--- config.mk ---
export PLATFORM = sky130hd
export DESIGN_NAME = req_pending_tracker
export DESIGN_NICKNAME = d
export VERILOG_FILES = /design/src/rtl/req_pending_tracker.sv
export SDC_FILE = /design/constraint.sdc
export NUM_CORES = 1
export LEC_CHECK = 0
export ABC_AREA = 1
export CAP_MARGIN = 20
export CORE_ASPECT_RATIO = 1.4
export CORE_MARGIN = 5
export CORE_UTILIZATION = 45
export DETAILED_ROUTE_END_ITERATION = 10
export GPL_TIMING_DRIVEN = 0
export PLACE_DENSITY = 0.71
export REMOVE_ABC_BUFFERS = 1
export SETUP_SLACK_MARGIN = 0.5
export SLEW_MARGIN = 20
export SYNTH_ARGS = -nofsm -noshare
export SYNTH_HDL_FRONTEND = slang
export SYNTH_SLANG_ARGS = --single-unit
--- constraint.sdc ---
create_clock -name clock -period 2.8 [get_ports clock]
set_clock_uncertainty 0.1 [all_clocks]
set_input_delay 0.56 -clock clock [delete_from_list [all_inputs] [get_ports clock]]
set_output_delay 0.56 -clock clock [all_outputs]
set_load 0.02 [all_outputs]
--- src/rtl/req_pending_tracker.sv ---
// req_pending_tracker
// Upstream request stage for the two-client arbiter.
//
// - Turns single-cycle request pulses into per-client pending counts.
// - Presents a level request vector r to the arbiter.
// - Retires pending requests as the arbiter's grants are consumed.
// - Flags overflow, spurious grants, conflicting grants and starvation.
//
// Optional feature: define GRANT_STATS_EN to add the 16-bit consumed-grant
// counters grant_cnt0 and grant_cnt1.
module req_pending_tracker #(
    parameter int CNT_W     = 3,
    parameter int AGE_LIMIT = 8
) (
    input  logic             clock,
    input  logic             reset_n,
    input  logic [1:0]       req_pulse,
    input  logic [1:0]       g,
    output logic [1:0]       r,
    output logic [CNT_W-1:0] pending0,
    output logic [CNT_W-1:0] pending1,
    output logic [1:0]       full,
    output logic [1:0]       overflow,
    output logic [1:0]       spurious,
    output logic             conflict,
    output logic [1:0]       starve
`ifdef GRANT_STATS_EN
    ,
    output logic [15:0]      grant_cnt0,
    output logic [15:0]      grant_cnt1
`endif
);

    localparam int              AGE_W   = $clog2(AGE_LIMIT + 1);
    localparam logic [CNT_W-1:0] CNT_MAX = {CNT_W{1'b1}};
    localparam logic [AGE_W-1:0] AGE_MAX = AGE_W'(AGE_LIMIT);

    logic [CNT_W-1:0] pend     [2];
    logic [CNT_W-1:0] pend_nxt [2];
    logic [AGE_W-1:0] age      [2];
    logic [1:0]       consume;
    logic [1:0]       accept;

    assign pending0 = pend[0];
    assign pending1 = pend[1];

    // Request, full and starve levels decode straight from registered state.
    always_comb begin
        for (int i = 0; i < 2; i++) begin
            r[i]      = (pend[i] != '0);
            full[i]   = (pend[i] == CNT_MAX);
            starve[i] = (age[i] == AGE_MAX);
        end
    end

    // Next pending count: a pulse is accepted at full only when a grant frees a slot.
    // The extra width is headroom; accept/consume gating keeps the result in range.
    always_comb begin
        for (int i = 0; i < 2; i++) begin
            consume[i]  = g[i] & (pend[i] != '0);
            accept[i]   = req_pulse[i] & (~full[i] | consume[i]);
            pend_nxt[i] = CNT_W'({1'b0, pend[i]}
                                 + {{CNT_W{1'b0}}, accept[i]}
                                 - {{CNT_W{1'b0}}, consume[i]});
        end
    end

    // Counters, ages and sticky error flags; reset discards in-flight pulses and grants.
    always_ff @(posedge clock) begin
        if (!reset_n) begin
            for (int i = 0; i < 2; i++) begin
                pend[i] <= '0;
                age[i]  <= '0;
            end
            overflow <= 2'b00;
            spurious <= 2'b00;
            conflict <= 1'b0;
        end else begin
            for (int i = 0; i < 2; i++) begin
                pend[i] <= pend_nxt[i];
                if ((pend[i] == '0) || consume[i])
                    age[i] <= '0;
                else if (age[i] != AGE_MAX)
                    age[i] <= age[i] + AGE_W'(1);
                if (req_pulse[i] && full[i] && !consume[i])
                    overflow[i] <= 1'b1;
                if (g[i] && (pend[i] == '0))
                    spurious[i] <= 1'b1;
            end
            if (g == 2'b11)
                conflict <= 1'b1;
        end
    end

`ifdef GRANT_STATS_EN
    // Consumed-grant statistics; wrap naturally at 16 bits.
    always_ff @(posedge clock) begin
        if (!reset_n) begin
            grant_cnt0 <= 16'd0;
            grant_cnt1 <= 16'd0;
        end else begin
            if (consume[0])
                grant_cnt0 <= grant_cnt0 + 16'd1;
            if (consume[1])
                grant_cnt1 <= grant_cnt1 + 16'd1;
        end
    end
`endif

endmodule

==> flow_summary_export.csv, run 1 <==
group,metric,value,unit
status,status,"complete, no violations",
clock_tree,cts_tree,"yes",
job,drv_cap,0,
sta,max_freq,0.4521,GHz
sta,slew_viol_final,0,
yosys,synth_cells,113,
yosys,synth_top_family_by_area,"simple AND/OR/NAND/NOR gates",
sta,slew_headroom,84.04,%
clock_tree,clk_pin_slew,0.11,ns
sta,fin_tns_setup,0,ns
clock_tree,clockBufferDepth,2,
place,gp_congestion,0.7780,
hold_path,min_path_type,"flip-flop to flip-flop",
yosys,muxShareOfSynthArea,0,%
floorplan,coreArea,2152,um^2
yosys,async_reset_ff_share,0,%
yosys,yosysTopAreaCell,"edfxtp_1",
pwr,power,1.079,mW
worst_setup_path,crit_path_start_kind,"flip-flop",
floorplan,die_y,65.95,um
finish,num_antenna_cells,0,
grt,grt_usage,12.22,%
finish,area_growth,27.61,%
grt,grt_pass1_vias,781,
sta,setup_violations,0,
place,dp.final_hpwl,1530,um
clock_tree,cts-htree-levels,1,
yosys,ys_seq_elements,19,
yosys,synth_compound_area_share,8.085,%
detailed_routing,post_drt_via_cell_ratio,4.901,
yosys,yosysWarnings,0,
yosys,synth_top_area_share,23.88,%
place,io_buffers,22,
yosys,syn_avg_cell_area,8.902,um^2
clock_tree,cts_sinks,19,
floorplan,ios,23,
finish,nNetsFinal,156,
floorplan,initial_core_util,46.74,%
detailed_routing,initialDrtViolationCount,4,
detailed_routing,first_pass_iters,3,
clock_tree,hold_buffers,0,
detailed_routing,drc,0,
pwr,p_int,0.6403,mW
yosys,synthTopCellsByArea,"edfxtp_1 (24%), dfxtp_1 (22%), ha_1 (10%), inv_1 (9.0%), nor2_1 (6.7%)",
pwr,ir_drop,0.4450,mV
pwr,p_sw,0.4390,mW
pwr,power_frac_comb,51.1,%
yosys,synthDistinctLibCells,18,
worst_setup_path,worstSetupPathType,"flip-flop to output port",
floorplan,die_w,49.96,um
yosys,synth_xor_xnor_area_share,3.483,%
floorplan,die_area,3295,um^2
grt,grt_antenna_before_repair,0,
sta,hold_viol,0,
grt,grt_pass1_wl,3201,um
clock_tree,clk_latency,0.30,ns
worst_setup_path,critPathMaxFanout,4,
pwr,p_seq_share,36.0,%
yosys,synthesis.area,1006,um^2
yosys,yosysSeqAreaShare,45.77,%
yosys,synth_fa_ha_area_share,13.93,%
yosys,synth_flop_cell,"dfxtp_1",
clock_tree,clk_root_buffer_cell,"clkbuf_4",
pwr,power_density,840.7,nW/um^2
detailed_routing,detail_route.wl_per_cell,11.43,um
pwr,p_sw_share,40.68,%
yosys,synth_common_cells,"inv_1 (24), nor2_1 (18), nand2_1 (13)",
yosys,synth_most_common_cell,"inv_1",
sta,rsz0062_at_grt,"no",
pwr,power_frac_clock,12.9,%
clock_tree,cts_buffers,3,
sta,worst_pin_slew,0.2386,ns
yosys,synth_edf_count,8,
finish,drive_gt1_share,7.914,%
worst_setup_path,critPathArrivalTime,1.55,ns
detailed_routing,vias,789,
pwr,leakagePower,0.5914,nW
worst_setup_path,cp.required,2.14,ns
floorplan,fp-row-count,20,
detailed_routing,ant_nets,0,
yosys,yosys.area_share.simple,19.40,%
sta,min_period,2.212,ns
worst_setup_path,cp-end-kind,"output port",
grt,grt_max_degree,13,
grt,grt.overflow.total,0,
sta,period_share,78.99,%
detailed_routing,drt_wl_total,1840,um
[power groups by stage]
stage	registers [mW]	logic, mW	clock network [mW]
after floorplan	0.446	0.289	0
after CTS	0.387	0.559	0.145
after detailed placement	0.394	0.557	0
final	0.388	0.551	0.139
after global placement	0.393	0.536	0
after global routing	0.396	0.623	0.163
[critical path, cell delays in order (launching register included)]
cell	delay (ns)
dfxtp_1	0.43
nor2_2	0.09
nand2_1	0.12
clkdlybuf4s50_1	0.62
[kinds of logic after synthesis]
family,after synthesis
DFF,19
buffers and inverters,25
xor gates and xnor gates,4
and+or+nand+nor,43
adders and majority gates,10
AOI/OAI and AO/OA,12
[routing by layer]
metal / up-vias / part of all wire (%) / GRT usage [%]
li1: 414 / - / -
met3: 5 / 4.0 / 2.032
met5: - / 0 / 0
met4: 0 / 2.1 / 4.918
met1: 354 / 41 / 13.31
met2: 16 / 53 / 22.77
[repair_timing]
item,in CTS,in global routing
endpoints found under the setup margin,5,3
resized for setup,5,3
setup buffers,0,0
[cells in the final DEF (no fill, tap or decap)]
master / n
a21boi_0: 2
a21oi_1: 7
a31oi_1: 1
clkbuf_4: 3
clkdlybuf4s15_1: 1
clkdlybuf4s50_1: 16
clkinvlp_4: 1
dfxtp_1: 11
dlygate4sd2_1: 4
dlymetal6s2s_1: 1
edfxtp_1: 8
fa_1: 2
ha_1: 8
inv_1: 24
inv_2: 1
nand2_1: 13
nand3_1: 8
nand3_2: 1
nand4_1: 1
nor2_1: 17
nor2_2: 1
nor2_4: 2
o211ai_2: 2
xnor2_1: 2
xor2_1: 2
[stage by stage]
| stage | setup slack [ns] | instances | hold slack [ns] | utilization, % | instance area, um^2 |
|---|---|---|---|---|---|
| after floorplan | 0.7731 | 113 | 0.4264 | - | 1006 |
| after global placement | 0.1954 | 157 | 0.3411 | 58.26 | 1254 |
| after detailed placement | 0.1166 | 157 | 0.3463 | 58.26 | 1254 |
| after CTS | 0.5310 | 161 | 0.3637 | 59.36 | 1277 |
| after global routing | 0.5092 | 161 | 0.3816 | 59.65 | 1284 |
| final | 0.5883 | 161 | 0.3601 | 59.65 | 1284 |
[state kept, by name, summed over array words and instances (netlist names)]
register,cells
spurious,2
conflict,1
overflow,2
age,8
pend,6
[final timing paths]
check / startpoint / to / slack, ns / cells after the start
worst max-delay path: pend[0][1] / r[0] / 0.59 / 3
worst min-delay path: overflow[0] / overflow[0] / 0.36 / 2
worst max register to register: pend[0][1] / pend[0][2] / 0.88 / 10
worst min register to register: overflow[0] / overflow[0] / 0.36 / 2
[cell type report]
cell class,count,area [um^2]
inverter,25,93.84
fill,190,868.3
clock inverter,1,7.507
sequential,19,460.4
tap,22,27.53
multi-input combinational,69,454.2
timing repair buffer,22,217.7
clock buffer,3,22.52
(Power assumes the default switching activity.)
==> run 2: changes to the inputs <==
clock period = 2.3 ns   (was 2.8 ns; I/O delays follow)
==> flow_summary_export.csv, run 2 (synthesis results as in run 1) <==
group,metric,value,unit
pwr,power_frac_comb,52.4,%
worst_setup_path,cp-end-kind,"output port",
clock_tree,cts_sinks,19,
clock_tree,cts_buffers,3,
grt,grt_antenna_before_repair,0,
finish,layout_common_cells,"inv_1 (21), nor2_1 (16), nand2_1 (12), dlygate4sd2_1 (12), buf_4 (12)",
clock_tree,cts-htree-levels,1,
job,drv_cap,0,
finish,num_antenna_cells,0,
sta,worst_pin_slew,0.2433,ns
clock_tree,clk_root_buffer_cell,"clkbuf_4",
floorplan,die_w,49.96,um
clock_tree,hold_buffers,0,
clock_tree,clk_latency,0.30,ns
detailed_routing,drc,0,
finish,reg.largest.list,"age: 8 flops, pend: 6 flops",
worst_setup_path,crit_path_cell_trace,"inv_1 -> ha_1 -> nand2_1 -> nor2_1 -> buf_4",
pwr,power_density,1010,nW/um^2
pwr,power_frac_clock,12.4,%
hold_path,worstHoldStart,"spurious[1]",
finish,regMostFlops,"age",
sta,max_freq,0.5376,GHz
worst_setup_path,reg2reg_from,"pend[0][2]",
pwr,p_sw_share,41.59,%
finish,largest_register_ffs,8,
finish,layout_commonest_cell,"inv_1",
worst_setup_path,worstSetupStartpoint,"age[0][0]",
sta,period_share,80.87,%
hold_path,min_path_type,"flip-flop to flip-flop",
sta,rsz0062_at_grt,"yes",
worst_setup_path,critPathMaxFanout,2,
worst_setup_path,critPathMaxStageDelay,0.40,ns
sta,slew_headroom,83.73,%
finish,area_growth,35.82,%
grt,grt_pass1_wl,3546,um
worst_setup_path,cp.required,1.74,ns
sta,setup_violations,0,
detailed_routing,initialDrtViolationCount,16,
pwr,p_sw,0.5736,mW
detailed_routing,detail_route.wl_per_cell,11.69,um
sta,slew_viol_final,0,
grt,grt_usage,13.67,%
worst_setup_path,worstSetupPathType,"flip-flop to output port",
detailed_routing,vias,838,
sta,min_period,1.860,ns
pwr,p_seq_share,35.2,%
floorplan,fp-row-count,20,
worst_setup_path,crit_path_start_kind,"flip-flop",
pwr,p_int,0.8057,mW
detailed_routing,post_drt_via_cell_ratio,4.872,
place,dp.final_hpwl,1530,um
pwr,leakagePower,0.6646,nW
detailed_routing,first_pass_iters,4,
pwr,power,1.379,mW
grt,grt_pass1_vias,841,
finish,nNetsFinal,167,
worst_setup_path,critPathArrivalTime,1.30,ns
grt,grt.overflow.total,0,
pwr,ir_drop,0.5569,mV
place,gp_congestion,0.7780,
detailed_routing,drt_wl_total,2011,um
status,status,"complete, no violations",
sta,hold_viol,0,
floorplan,die_area,3295,um^2
clock_tree,clk_pin_slew,0.11,ns
grt,grt_max_degree,13,
floorplan,die_y,65.95,um
worst_setup_path,slowest_stage,"edfxtp_1",
floorplan,ios,23,
floorplan,initial_core_util,46.74,%
floorplan,coreArea,2152,um^2
sta,fin_tns_setup,0,ns
finish,drive_gt1_share,29.33,%
clock_tree,clockBufferDepth,2,
place,io_buffers,22,
detailed_routing,ant_nets,0,
clock_tree,cts_tree,"yes",
## run 2: cell types whose count changed in the layout (fill, tap and decap cells not counted), moves of 3 or more
| cell | change |
|---|---|
| dfxtp_1 | -6 |
| buf_4 | +12 |
| dfxtp_2 | +5 |
| clkdlybuf4s50_1 | -13 |
| inv_1 | -3 |
| dlygate4sd2_1 | +8 |
| buf_2 | +4 |
## run 2: worst max-delay path: cells and delay by family, from the launching register on
kind                     cells  cell delay, ns
AND/OR/NAND/NOR              2            0.22
flip-flops                   1            0.40
adder cells (fa/ha/maj)      1            0.15
buffers and inverters        2            0.23
## run 2: path summary, 6_finish.rpt
path / endpoint / slack (ns) / cells past startpoint
min reg2reg: spurious[1] / 0.36 / 2
max: starve[0] / 0.44 / 5
max reg2reg: pend[0][1] / 0.48 / 8
min: spurious[1] / 0.36 / 2
## run 2: area by class of cell
class                   count  area [um^2]
well taps                  22        27.53
clock buffers               3        22.52
multi-input cells          69        480.5
repair buffers             33        261.5
clock inverters             1        7.507
fillers                   177        785.8
inverters                  25        96.34
flip-flops and latches     19        470.5
## run 2: per-layer routing
metal	GRT usage (%)	wire (um)	vias up	share of wire [%]
li1	-	-	438	-
met1	14.16	816	381	41
met2	26.59	1102	15	55
met3	2.257	65	4	3.2
met4	4.918	27	0	1.3
met5	0	0	-	0
## run 2: power by group through the flow
stage | sequential (mW) | clock (mW) | combinational [mW]
finish | 0.486 | 0.170 | 0.723
global route | 0.493 | 0.198 | 0.821
CTS | 0.479 | 0.176 | 0.728
detailed placement | 0.479 | 0 | 0.678
global placement | 0.479 | 0 | 0.652
floorplan | 0.543 | 0 | 0.352
## run 2: timing repair
item,CTS,global route
setup buffers,11,0
resized for setup,55,8
endpoints found under the setup margin,23,9
pin swaps,4,3
## run 2: metrics by stage
stage | setup slack, ns | cells | util (%) | hold WS (ns) | area (um^2)
final | 0.4400 | 172 | 63.49 | 0.3569 | 1366
after global routing | 0.3620 | 172 | 63.49 | 0.3792 | 1366
after CTS | 0.4118 | 172 | 63.55 | 0.3612 | 1368
after detailed placement | -0.2834 | 157 | 58.26 | 0.3463 | 1254
after global placement | -0.2046 | 157 | 58.26 | 0.3411 | 1254
after floorplan | 0.2731 | 113 | - | 0.4264 | 1006
==> run 3: changes to the inputs <==
CORE_UTILIZATION = 44   (was 45)
PLACE_DENSITY = 0.72   (was 0.71)
clock period = 1.7 ns   (was 2.3 ns; I/O delays follow)
==> flow_summary_export.csv, run 3 (synthesis results as in run 1) <==
group,metric,value,unit
detailed_routing,post_drt_via_cell_ratio,5.031,
detailed_routing,drt_wl_total,2995,um
hold_path,min_path_type,"input port to flip-flop",
sta,period_share,107.1,%
floorplan,fp-row-count,20,
grt,grt_max_degree,12,
place,gp_congestion,0.7666,
detailed_routing,first_pass_iters,3,
sta,slew_viol_final,0,
clock_tree,cts_sinks,19,
worst_setup_path,worstSetupPathType,"flip-flop to flip-flop",
sta,max_freq,0.5492,GHz
status,status,"finished with violations",
worst_setup_path,critPathMaxFanout,4,
finish,area_growth,77.11,%
detailed_routing,drc,0,
grt,grt_usage,16.57,%
grt,grt_antenna_before_repair,0,
place,io_buffers,22,
pwr,power_density,1435,nW/um^2
finish,num_antenna_cells,0,
floorplan,die_y,66.58,um
clock_tree,hold_buffers,0,
floorplan,die_w,50.41,um
worst_setup_path,crit_path_cell_trace,"nand2_1 -> nor2_1 -> a21boi_0 -> ha_1 -> inv_1 -> fa_2 -> nor2_1",
clock_tree,cts-htree-levels,1,
sta,setup_violations,7,
sta,finalWorstSetupSlack,-0.1209,ns
clock_tree,clk_root_buffer_cell,"clkbuf_4",
floorplan,die_area,3356,um^2
finish,regMostFlops,"age",
pwr,power,2.558,mW
place,dp_cells,157,
finish,layout_common_cells,"buf_6 (31), inv_1 (17), buf_4 (16), nor2_1 (13), nand2_1 (10)",
grt,grt_pass1_vias,969,
clock_tree,clockBufferDepth,2,
floorplan,ios,23,
sta,min_period,1.821,ns
grt,grt.overflow.total,0,
clock_tree,clk_latency,0.32,ns
status,violations,"setup timing",
sta,rsz0062_at_grt,"yes",
finish,reg.largest.list,"age: 8 flops, pend: 6 flops",
worst_setup_path,slowest_stage,"fa_2",
worst_setup_path,cp.required,1.86,ns
job,drv_cap,0,
detailed_routing,ant_nets,0,
detailed_routing,detail_route.wl_per_cell,15.68,um
pwr,ir_drop,0.9217,mV
pwr,leakagePower,0.7880,nW
worst_setup_path,cp-end-kind,"flip-flop",
floorplan,coreArea,2177,um^2
place,dp.final_hpwl,1654,um
floorplan,initial_core_util,46.21,%
clock_tree,cts_buffers,3,
clock_tree,cts_tree,"yes",
finish,drive_gt1_share,56.80,%
worst_setup_path,crit_path_start_kind,"flip-flop",
finish,stdcell_count,191,
worst_setup_path,path_common_cell,"nor2_1",
finish,nNetsFinal,186,
worst_setup_path,critPathMaxStageDelay,0.44,ns
finish,largest_register_ffs,8,
sta,worst_pin_slew,0.2880,ns
finish,fillers,127,
sta,slew_headroom,80.80,%
detailed_routing,initialDrtViolationCount,16,
grt,grt_pass1_wl,4181,um
place,pre_cts_ws,-0.7393,ns
sta,hold_viol,0,
detailed_routing,vias,961,
worst_setup_path,critPathArrivalTime,1.98,ns
clock_tree,clk_pin_slew,0.12,ns
finish,layout_commonest_cell,"buf_6",
run 3: cell count changes in the layout (fill, tap and decap cells not counted), moves of 4 or more:
| cell | change |
|---|---|
| buf_6 | +30 |
| dlygate4sd2_1 | -11 |
| dfxtp_1 | -5 |
| buf_2 | -4 |
| buf_4 | +4 |
| dfxtp_2 | +4 |
| inv_1 | -4 |
run 3: per-layer routing:
metal | share of wire, % | up-vias | track usage (%)
met5 | 0 | - | 0
met4 | 4.5 | 0 | 7.987
met3 | 3.9 | 13 | 3.579
met2 | 56 | 25 | 32.39
met1 | 36 | 452 | 15.61
li1 | - | 471 | -
run 3: critical path, delay by kind of cell, from the launching register on:
family / cells / cell delay [ns]
and+or+nand+nor: 3 / 0.41
AOI/OAI and AO/OA: 1 / 0.13
adders and majority gates: 2 / 0.65
buffers and inverters: 1 / 0.07
DFF: 1 / 0.40
run 3: worst paths after layout:
| path | start | end | slack (ns) | cells after the start |
|---|---|---|---|---|
| hold reg to reg | overflow[0] | overflow[0] | 0.37 | 2 |
| setup reg to reg | pend[0][1] | pend[0][1] | -0.12 | 7 |
| hold / removal | g[1] | conflict | 0.36 | 3 |
| setup / recovery | pend[0][1] | pend[0][1] | -0.12 | 7 |
run 3: final cells by class:
class	count	area (um^2)	area share (%)
clock inverter	1	5.005	0.2809
timing repair buffer	52	519.2	29.14
clock buffer	3	22.52	1.264
inverter	25	103.9	5.829
multi-input combinational	69	624.3	35.04
tap	22	27.53	1.545
sequential	19	479.2	26.90
run 3: where the power goes:
part	switching [mW]	internal, mW	total (mW)
combinational	0.802	0.804	1.61
clock	0.159	0.0882	0.247
sequential	0.110	0.594	0.704
run 3: through the flow:
stage	util (%)	TNS (ns)	cell area (um^2)	hold slack, ns
global route	81.84	-0.9553	1782	0.3711
finish	81.84	-0.5037	1782	0.3580
global placement	57.59	-4.398	1254	0.3369
floorplan	-	-1.212	1006	0.3335
detailed placement	57.59	-5.038	1254	0.3442
CTS	74.83	-0.4516	1629	0.3488
run 3: timing repair:
| item | in CTS | in global routing |
|---|---|---|
| setup endpoints to repair | 39 | 40 |
| pin swaps | 14 | 9 |
| setup buffers | 20 | 10 |
| gates resized for setup | 160 | 20 |
